## config.mk

```make
export PLATFORM = sky130hd
export DESIGN_NAME = key_event_scheduler
export DESIGN_NICKNAME = d
export VERILOG_FILES = /design/src/rtl/key_evt_pkg.sv /design/src/rtl/key_rr_pick.sv /design/src/rtl/key_event_scheduler.sv
export SDC_FILE = /design/constraint.sdc
export NUM_CORES = 1
export LEC_CHECK = 0
export ABC_AREA = 1
export BUFFER_PORTS_ARGS = -buffer_cell sky130_fd_sc_hd__buf_2
export CAP_MARGIN = 20
export CORE_ASPECT_RATIO = 2
export CORE_UTILIZATION = 65
export CTS_CLUSTER_DIAMETER = 150
export DETAILED_ROUTE_END_ITERATION = 12
export PLACE_DENSITY_LB_ADDON = 0.1
export SYNTH_ARGS = -nofsm -noshare
export SYNTH_HDL_FRONTEND = slang
export SYNTH_SLANG_ARGS = --single-unit
```

## constraint.sdc

```tcl
create_clock -name clk -period 4.4 [get_ports clk]
set_clock_uncertainty 0.2 [all_clocks]
set_input_delay 0.66 -clock clk [delete_from_list [all_inputs] [get_ports clk]]
set_output_delay 0.66 -clock clk [all_outputs]
set_load 0.005 [all_outputs]
```

## src/rtl/key_evt_pkg.sv

```systemverilog
// ============================================================================
// Module      : key_evt_pkg
// Description : Shared types and constants for the key event scheduler:
//               FSM state encoding, drop counter width and the default
//               post-service lockout length.
// Revision    : 1.0 - initial release
// ============================================================================
`default_nettype none

package key_evt_pkg;

  // Event port FSM: either waiting for a pending key or offering one.
  typedef enum logic [0:0] {
    IDLE  = 1'b0,
    OFFER = 1'b1
  } evt_state_e;

  // Width of the optional dropped-edge counter (saturates at all-ones).
  localparam int DROP_CNT_W = 8;

  // Lockout cycles applied to a key after it has been serviced.
  localparam int HOLDOFF_DEFAULT = 1000;

endpackage : key_evt_pkg

`default_nettype wire

```

## src/rtl/key_rr_pick.sv

```systemverilog
// ============================================================================
// Module      : key_rr_pick
// Description : Combinational round-robin picker. Returns the first set bit
//               of pending_i, searching upward from ptr_i with wrap-around.
// Ports       : pending_i  - request vector
//               ptr_i      - search start index (must be < N_KEYS)
//               idx_o      - index of the selected request
//               found_o    - high when any request is set
// Revision    : 1.0 - initial release
// ============================================================================
`default_nettype none

module key_rr_pick #(
  parameter int N_KEYS = 4,
  parameter int IDX_W  = 2
) (
  input  logic [N_KEYS-1:0] pending_i,
  input  logic [IDX_W-1:0]  ptr_i,
  output logic [IDX_W-1:0]  idx_o,
  output logic              found_o
);

  // One extra bit so ptr + offset can exceed N_KEYS before the wrap.
  localparam int SW = IDX_W + 1;

  logic [SW-1:0] cand;

  always_comb begin
    idx_o   = '0;
    found_o = 1'b0;
    cand    = '0;
    for (int k = 0; k < N_KEYS; k++) begin
      cand = {1'b0, ptr_i} + SW'(k);
      if (cand >= SW'(N_KEYS)) begin
        cand = cand - SW'(N_KEYS);
      end
      if (!found_o && pending_i[cand[IDX_W-1:0]]) begin
        found_o = 1'b1;
        idx_o   = cand[IDX_W-1:0];
      end
    end
  end

endmodule : key_rr_pick

`default_nettype wire

```

## src/rtl/key_event_scheduler.sv

```systemverilog
// ============================================================================
// Module      : key_event_scheduler
// Description : Turns rising edges on N_KEYS synchronous key levels into
//               queued events delivered one at a time over a valid/ready
//               port. Round-robin arbitration between pending keys and a
//               per-key lockout after service to swallow bounce.
// Ports       : clk          - system clock (rising edge)
//               rst_n        - asynchronous active-low reset
//               key_in       - key levels, synchronous to clk, active-high
//               evt_valid    - event offered
//               evt_id       - index of the offered key
//               evt_ready    - consumer accepts the offered event
//               evt_pending  - registered pending request vector
//               busy         - any request pending or event offered
//               drop_cnt     - saturating count of dropped edges
//                              (only when KEY_EVT_DROP_CNT_EN is defined)
// Config      : KEY_EVT_DROP_CNT_EN - adds the drop_cnt output
// Revision    : 1.0 - initial release
// ============================================================================
`default_nettype none

module key_event_scheduler
  import key_evt_pkg::*;
#(
  parameter  int N_KEYS  = 4,
  parameter  int HOLDOFF = HOLDOFF_DEFAULT,
  parameter  int HOLD_W  = 16,
  localparam int IDX_W   = $clog2(N_KEYS)
) (
  input  logic              clk,
  input  logic              rst_n,
  input  logic [N_KEYS-1:0] key_in,
  output logic              evt_valid,
  output logic [IDX_W-1:0]  evt_id,
  input  logic              evt_ready,
  output logic [N_KEYS-1:0] evt_pending,
  output logic              busy
`ifdef KEY_EVT_DROP_CNT_EN
  ,
  output logic [DROP_CNT_W-1:0] drop_cnt
`endif
);

  evt_state_e        state_q;
  logic              evt_valid_q;
  logic [IDX_W-1:0]  evt_id_q;
  logic [IDX_W-1:0]  ptr_q;
  logic              busy_q;

  logic [N_KEYS-1:0] pending_q;
  logic [N_KEYS-1:0] pending_d;
  logic [N_KEYS-1:0] edge_w;
  logic [N_KEYS-1:0] locked_w;
  logic [N_KEYS-1:0] clear_w;

  logic              hs_w;
  logic              valid_d;
  logic [IDX_W-1:0]  pick_idx;
  logic              pick_found;

  // evt_valid_q is only ever high in OFFER, so this is the handshake.
  assign hs_w = evt_valid_q & evt_ready;

  // --------------------------------------------------------------------------
  // Per-key edge detector, pending latch and lockout counter
  // --------------------------------------------------------------------------
  for (genvar i = 0; i < N_KEYS; i++) begin : g_key
    logic              prev_q;
    logic              pend_q;
    logic              pend_d;
    logic [HOLD_W-1:0] lock_q;

    assign edge_w[i]   = key_in[i] & ~prev_q;
    assign locked_w[i] = (lock_q != '0);
    assign clear_w[i]  = hs_w && (evt_id_q == IDX_W'(i));

    // Clearing on handshake takes priority, so an edge arriving in the
    // same cycle as this key's own handshake is lost.
    always_comb begin
      pend_d = pend_q;
      if (clear_w[i]) begin
        pend_d = 1'b0;
      end else if (edge_w[i] && !pend_q && !locked_w[i]) begin
        pend_d = 1'b1;
      end
    end

    always_ff @(posedge clk or negedge rst_n) begin
      if (!rst_n) begin
        prev_q <= 1'b0;
        pend_q <= 1'b0;
        lock_q <= '0;
      end else begin
        prev_q <= key_in[i];
        pend_q <= pend_d;
        if (clear_w[i]) begin
          lock_q <= HOLD_W'(HOLDOFF);
        end else if (locked_w[i]) begin
          lock_q <= lock_q - 1'b1;
        end
      end
    end

    assign pending_q[i] = pend_q;
    assign pending_d[i] = pend_d;
  end : g_key

  // --------------------------------------------------------------------------
  // Round-robin selection among pending keys
  // --------------------------------------------------------------------------
  key_rr_pick #(
    .N_KEYS (N_KEYS),
    .IDX_W  (IDX_W)
  ) u_pick (
    .pending_i (pending_q),
    .ptr_i     (ptr_q),
    .idx_o     (pick_idx),
    .found_o   (pick_found)
  );

  // --------------------------------------------------------------------------
  // Event port FSM: offer is held stable until the consumer takes it
  // --------------------------------------------------------------------------
  always_ff @(posedge clk or negedge rst_n) begin
    if (!rst_n) begin
      state_q     <= IDLE;
      evt_valid_q <= 1'b0;
      evt_id_q    <= '0;
      ptr_q       <= '0;
    end else begin
      case (state_q)
        IDLE: begin
          if (pick_found) begin
            evt_id_q    <= pick_idx;
            evt_valid_q <= 1'b1;
            state_q     <= OFFER;
          end
        end
        OFFER: begin
          if (evt_ready) begin
            evt_valid_q <= 1'b0;
            ptr_q       <= (evt_id_q == IDX_W'(N_KEYS - 1)) ? '0 : evt_id_q + 1'b1;
            state_q     <= IDLE;
          end
        end
        default: begin
          evt_valid_q <= 1'b0;
          state_q     <= IDLE;
        end
      endcase
    end
  end

  // Next value of evt_valid, used only to register busy alongside it.
  always_comb begin
    valid_d = evt_valid_q;
    if (state_q == IDLE) begin
      valid_d = pick_found;
    end else if (evt_ready) begin
      valid_d = 1'b0;
    end
  end

  always_ff @(posedge clk or negedge rst_n) begin
    if (!rst_n) begin
      busy_q <= 1'b0;
    end else begin
      busy_q <= (|pending_d) | valid_d;
    end
  end

  assign evt_valid   = evt_valid_q;
  assign evt_id      = evt_id_q;
  assign evt_pending = pending_q;
  assign busy        = busy_q;

  // --------------------------------------------------------------------------
  // Optional dropped-edge counter
  // --------------------------------------------------------------------------
`ifdef KEY_EVT_DROP_CNT_EN
  localparam int CW = DROP_CNT_W + 1;

  logic [N_KEYS-1:0]     drop_w;
  logic [4:0]            drops_w;
  logic [CW-1:0]         drop_sum_w;
  logic [DROP_CNT_W-1:0] drop_cnt_q;

  // A key is counted once even if several drop reasons coincide; the
  // handshake collision is always also a pending-set collision.
  assign drop_w = edge_w & (pending_q | locked_w | clear_w);

  always_comb begin
    drops_w = '0;
    for (int k = 0; k < N_KEYS; k++) begin
      drops_w = drops_w + 5'(drop_w[k]);
    end
    drop_sum_w = {1'b0, drop_cnt_q} + CW'(drops_w);
  end

  always_ff @(posedge clk or negedge rst_n) begin
    if (!rst_n) begin
      drop_cnt_q <= '0;
    end else if (drop_sum_w[CW-1]) begin
      drop_cnt_q <= '1;
    end else begin
      drop_cnt_q <= drop_sum_w[DROP_CNT_W-1:0];
    end
  end

  assign drop_cnt = drop_cnt_q;
`endif

endmodule : key_event_scheduler

`default_nettype wire

```

==> impl_results.md <==
- Sw power: roughly 1.3 mW
- Sequential Power Share: 0.365
- Final WL: slightly above 10,000 um
- Pleak: around 2.6 nW
- Reg2reg end: g_key[3].lock_q[12]$_DFFE_PN0P_
- Vias: 4,020
- Pre-CTS setup slack: about 2.4 ns
- Worst Setup EP: g_key[3].lock_q[12]$_DFFE_PN0P_
- Final hold slack: between 0.2 and 0.25 ns
- VDD IR max: between 0.4 and 0.5 mV
- Number of global-route vias before repair: about 4,000
- Residual DRC: 0
- Seq cells post-synth: 79
- Main flop type after synthesis: dfrtp_1
- Final setup fails: 0
- Slew margin rel.: 0.3642
- Final Cycle Share: 0.4619
- Share of the synthesized area in the top cell type: 0.4172
- Most common cell after layout, fill and taps aside: nand2_1
- Detail Route Antenna Nets: 0
- Die height: 122.7 um
- Min Clock Period, post-route: 2.033 ns
- Worst Hold Class: input pin to register
- Crit end category: register
- Layout cells sized above 1: 0.1227
- Number of distinct library cells after synthesis: 39
- CP Max Fanout: 4
- Pwr Density: about 640 nW/um^2
- Fmax: between 400 and 500 MHz
- Post-synth EDFFs: 0
- Slowest-stage cell, CP: dfrtp_1
- Critical path arrival: ~2.1 ns
- Clock Sink Count: a little under 80
- Total gr overflow: 0
- Layout area overhead: 10.25%
- Max Cap Violations: 0
- Htree depth: 3
- Synth warn: 0
- Cell count after synthesis: 620
- Final core utilization: 0.7469
- FP Rows: 43
- Vias/cell: 5.477
- Largest area contributor in the netlist: dfrtp_1
- Nets: 658
- Syn Area/Cell: 7.642 um^2
- CTS tree: built
- Pin count of the biggest net entering global routing: 80
- Postcts setup bufs: 0
- Clock-pin slew on the worst setup and hold paths: around 0.06 ns
- Drt first pass iters: 5
- Die X: between 60 and 70 um
- Filler cell count: 550
- Placed Cells: 718
- CP Launch Point: g_key[3].lock_q[0]$_DFFE_PN0P_
- Worst path required time: 4.45 ns
- Quantity of gates resized following cts: 0
- Initial antenna violation count: 0
- RR Startpoint: g_key[3].lock_q[0]$_DFFE_PN0P_
- Die ar.: about 7700 um^2
- Max Slew Vio Count: 0
- Most frequent cells in the layout: nand2_1 (121), inv_1 (91), nor2_1 (88), dfrtp_1 (79), nand3_1 (42)
- Post-Layout Cell Count: 734
- RSZ-0062 raised after global routing: false
- Clock power share: 0.257
- Clk Latency, worst-skew pair: between 0.3 and 0.4 ns
- Core area: about 7000 um^2
- Cell Area, Synth: roughly 4700 um^2
- Sw Ratio: 0.4035
- Slew @ Worst Pin: between 0.9 and 1 ns
- Root Driver: clkbuf_16
- DRT iter0 DRCs: 199
- Total track usage: 0.3010
- Initial Util: 0.6775
- Startpoint Class: register
- Worst setup margin: 2.367 ns
- Total CTS buffers: 9
- Flop-to-flop setup slack: about 2.4 ns
- First-pass GRT wire length: 17,660 um
- Hold_buf cts: 0
- Port bufs: 14
- Routability cong.: slightly below 1
- Crit-path cells: inv_1 -> ha_1 -> inv_1 -> nor3_1 -> nand4_1 -> xor2_1 -> nor3_1
- Comb pwr share: 0.379
- Sequential fraction of the synthesis area: 0.4172
- DP Wirelength: 7559 um
- Max Root-Sink Buffers: 2
- Pint: just under 2 mW
- CP max stage delay: between 0.4 and 0.5 ns
- Reg2Reg Depth: 7
- Synth Net Count: about 640
- Main area contributors after synthesis: dfrtp_1 (42%), nand2_1 (9.6%), inv_1 (7.2%)
- Run status: finished, final reports clean
- Asr flop ratio synth: 1.000
- I/O pins: 15
- Crit path kind: register to register
- DR WL/cell: 13.98 um
- Ant. Diodes: 0
- Final Hold Viols: 0
- Setup_tns: 0 ns
sequential cells by signal, indices dropped and copies added (netlist names):
signal,flops
busy,1
evt_id,2
evt_valid,1
g_key.lock_q,64
g_key.pend_q,4
g_key.prev_q,4
ptr_q,2
state_q,1
cell families after synthesis:
family                     share of synthesized area
DFF                                           0.4172
xor gates and xnor gates                     0.06285
buffers and inverters                        0.09216
adders and majority gates                    0.03169
and+or+nand+nor                               0.3409
AOI/OAI and AO/OA                            0.05519
area by class of cell:
cell class	count	area (um^2)	share of cell area
multi-input combinational	433	2325	0.4450
timing repair buffer	14	72.57	0.01389
clock buffer	9	225.2	0.04311
clock inverter	7	121.4	0.02323
sequential	79	1977	0.3784
inverter	102	390.4	0.07473
tap	90	112.6	0.02156
per-stage QoR:
| stage | area [um^2] | power, mW |
|---|---|---|
| 4_1_cts | 5224 | 3.336 |
| 6_report | 5224 | 3.327 |
| 3_3_place_gp | 4877 | 2.413 |
| 3_5_place_dp | 4877 | 2.461 |
| 5_1_grt | 5224 | 3.583 |
| 2_1_floorplan | 4738 | 2.169 |
Yosys cell counts, drive strengths merged (5+ instances only):
master	count
xnor2	7
dfrtp	79
nor3b	6
nand2	138
a21oi	7
or2	5
nand3	48
nand4	9
nor3	35
inv	102
xor2	27
nor2	95
ha	12
o21ai	26
o31ai	7
buf	6
layer usage:
metal  vias up  track usage  share of wire
met5         -            0              0
met4         0       0.1817          0.043
met3        35      0.05390          0.024
met2        89       0.5591           0.54
met1      1902       0.3106           0.39
li1       1994            -              -
power groups by stage:
| stage | combinational [mW] | clock, mW | sequential, mW |
|---|---|---|---|
| 2_1_floorplan | 1.03 | 0 | 1.14 |
| 3_3_place_gp | 1.20 | 0 | 1.21 |
| 3_5_place_dp | 1.24 | 0 | 1.22 |
| 4_1_cts | 1.26 | 0.866 | 1.21 |
| 5_1_grt | 1.44 | 0.897 | 1.24 |
| 6_report | 1.26 | 0.854 | 1.21 |
worst max-delay path: cells and delay by family, from the launching register on:
family,cells,cell delay [ns]
adders and majority gates,1,0.17
DFF,1,0.43
and+or+nand+nor,3,0.77
xor gates and xnor gates,1,0.19
buffers and inverters,2,0.20
worst min-delay path by stage:
stage / from / end / slack [ns] / cells past startpoint
after detailed placement: g_key[0].lock_q[1]$_DFFE_PN0P_ / g_key[0].lock_q[1]$_DFFE_PN0P_ / 0.29 / 2
after floorplan: rst_n / busy$_DFF_PN0_ / 0.16 / 0
final: key_in[3] / g_key[3].prev_q$_DFF_PN0_ / 0.24 / 1
after global routing: key_in[2] / g_key[2].prev_q$_DFF_PN0_ / 0.23 / 1
after CTS: key_in[3] / g_key[3].prev_q$_DFF_PN0_ / 0.23 / 1
after global placement: g_key[0].lock_q[1]$_DFFE_PN0P_ / g_key[0].lock_q[1]$_DFFE_PN0P_ / 0.27 / 2
No activity file was read; power rests on OpenSTA's default activity.
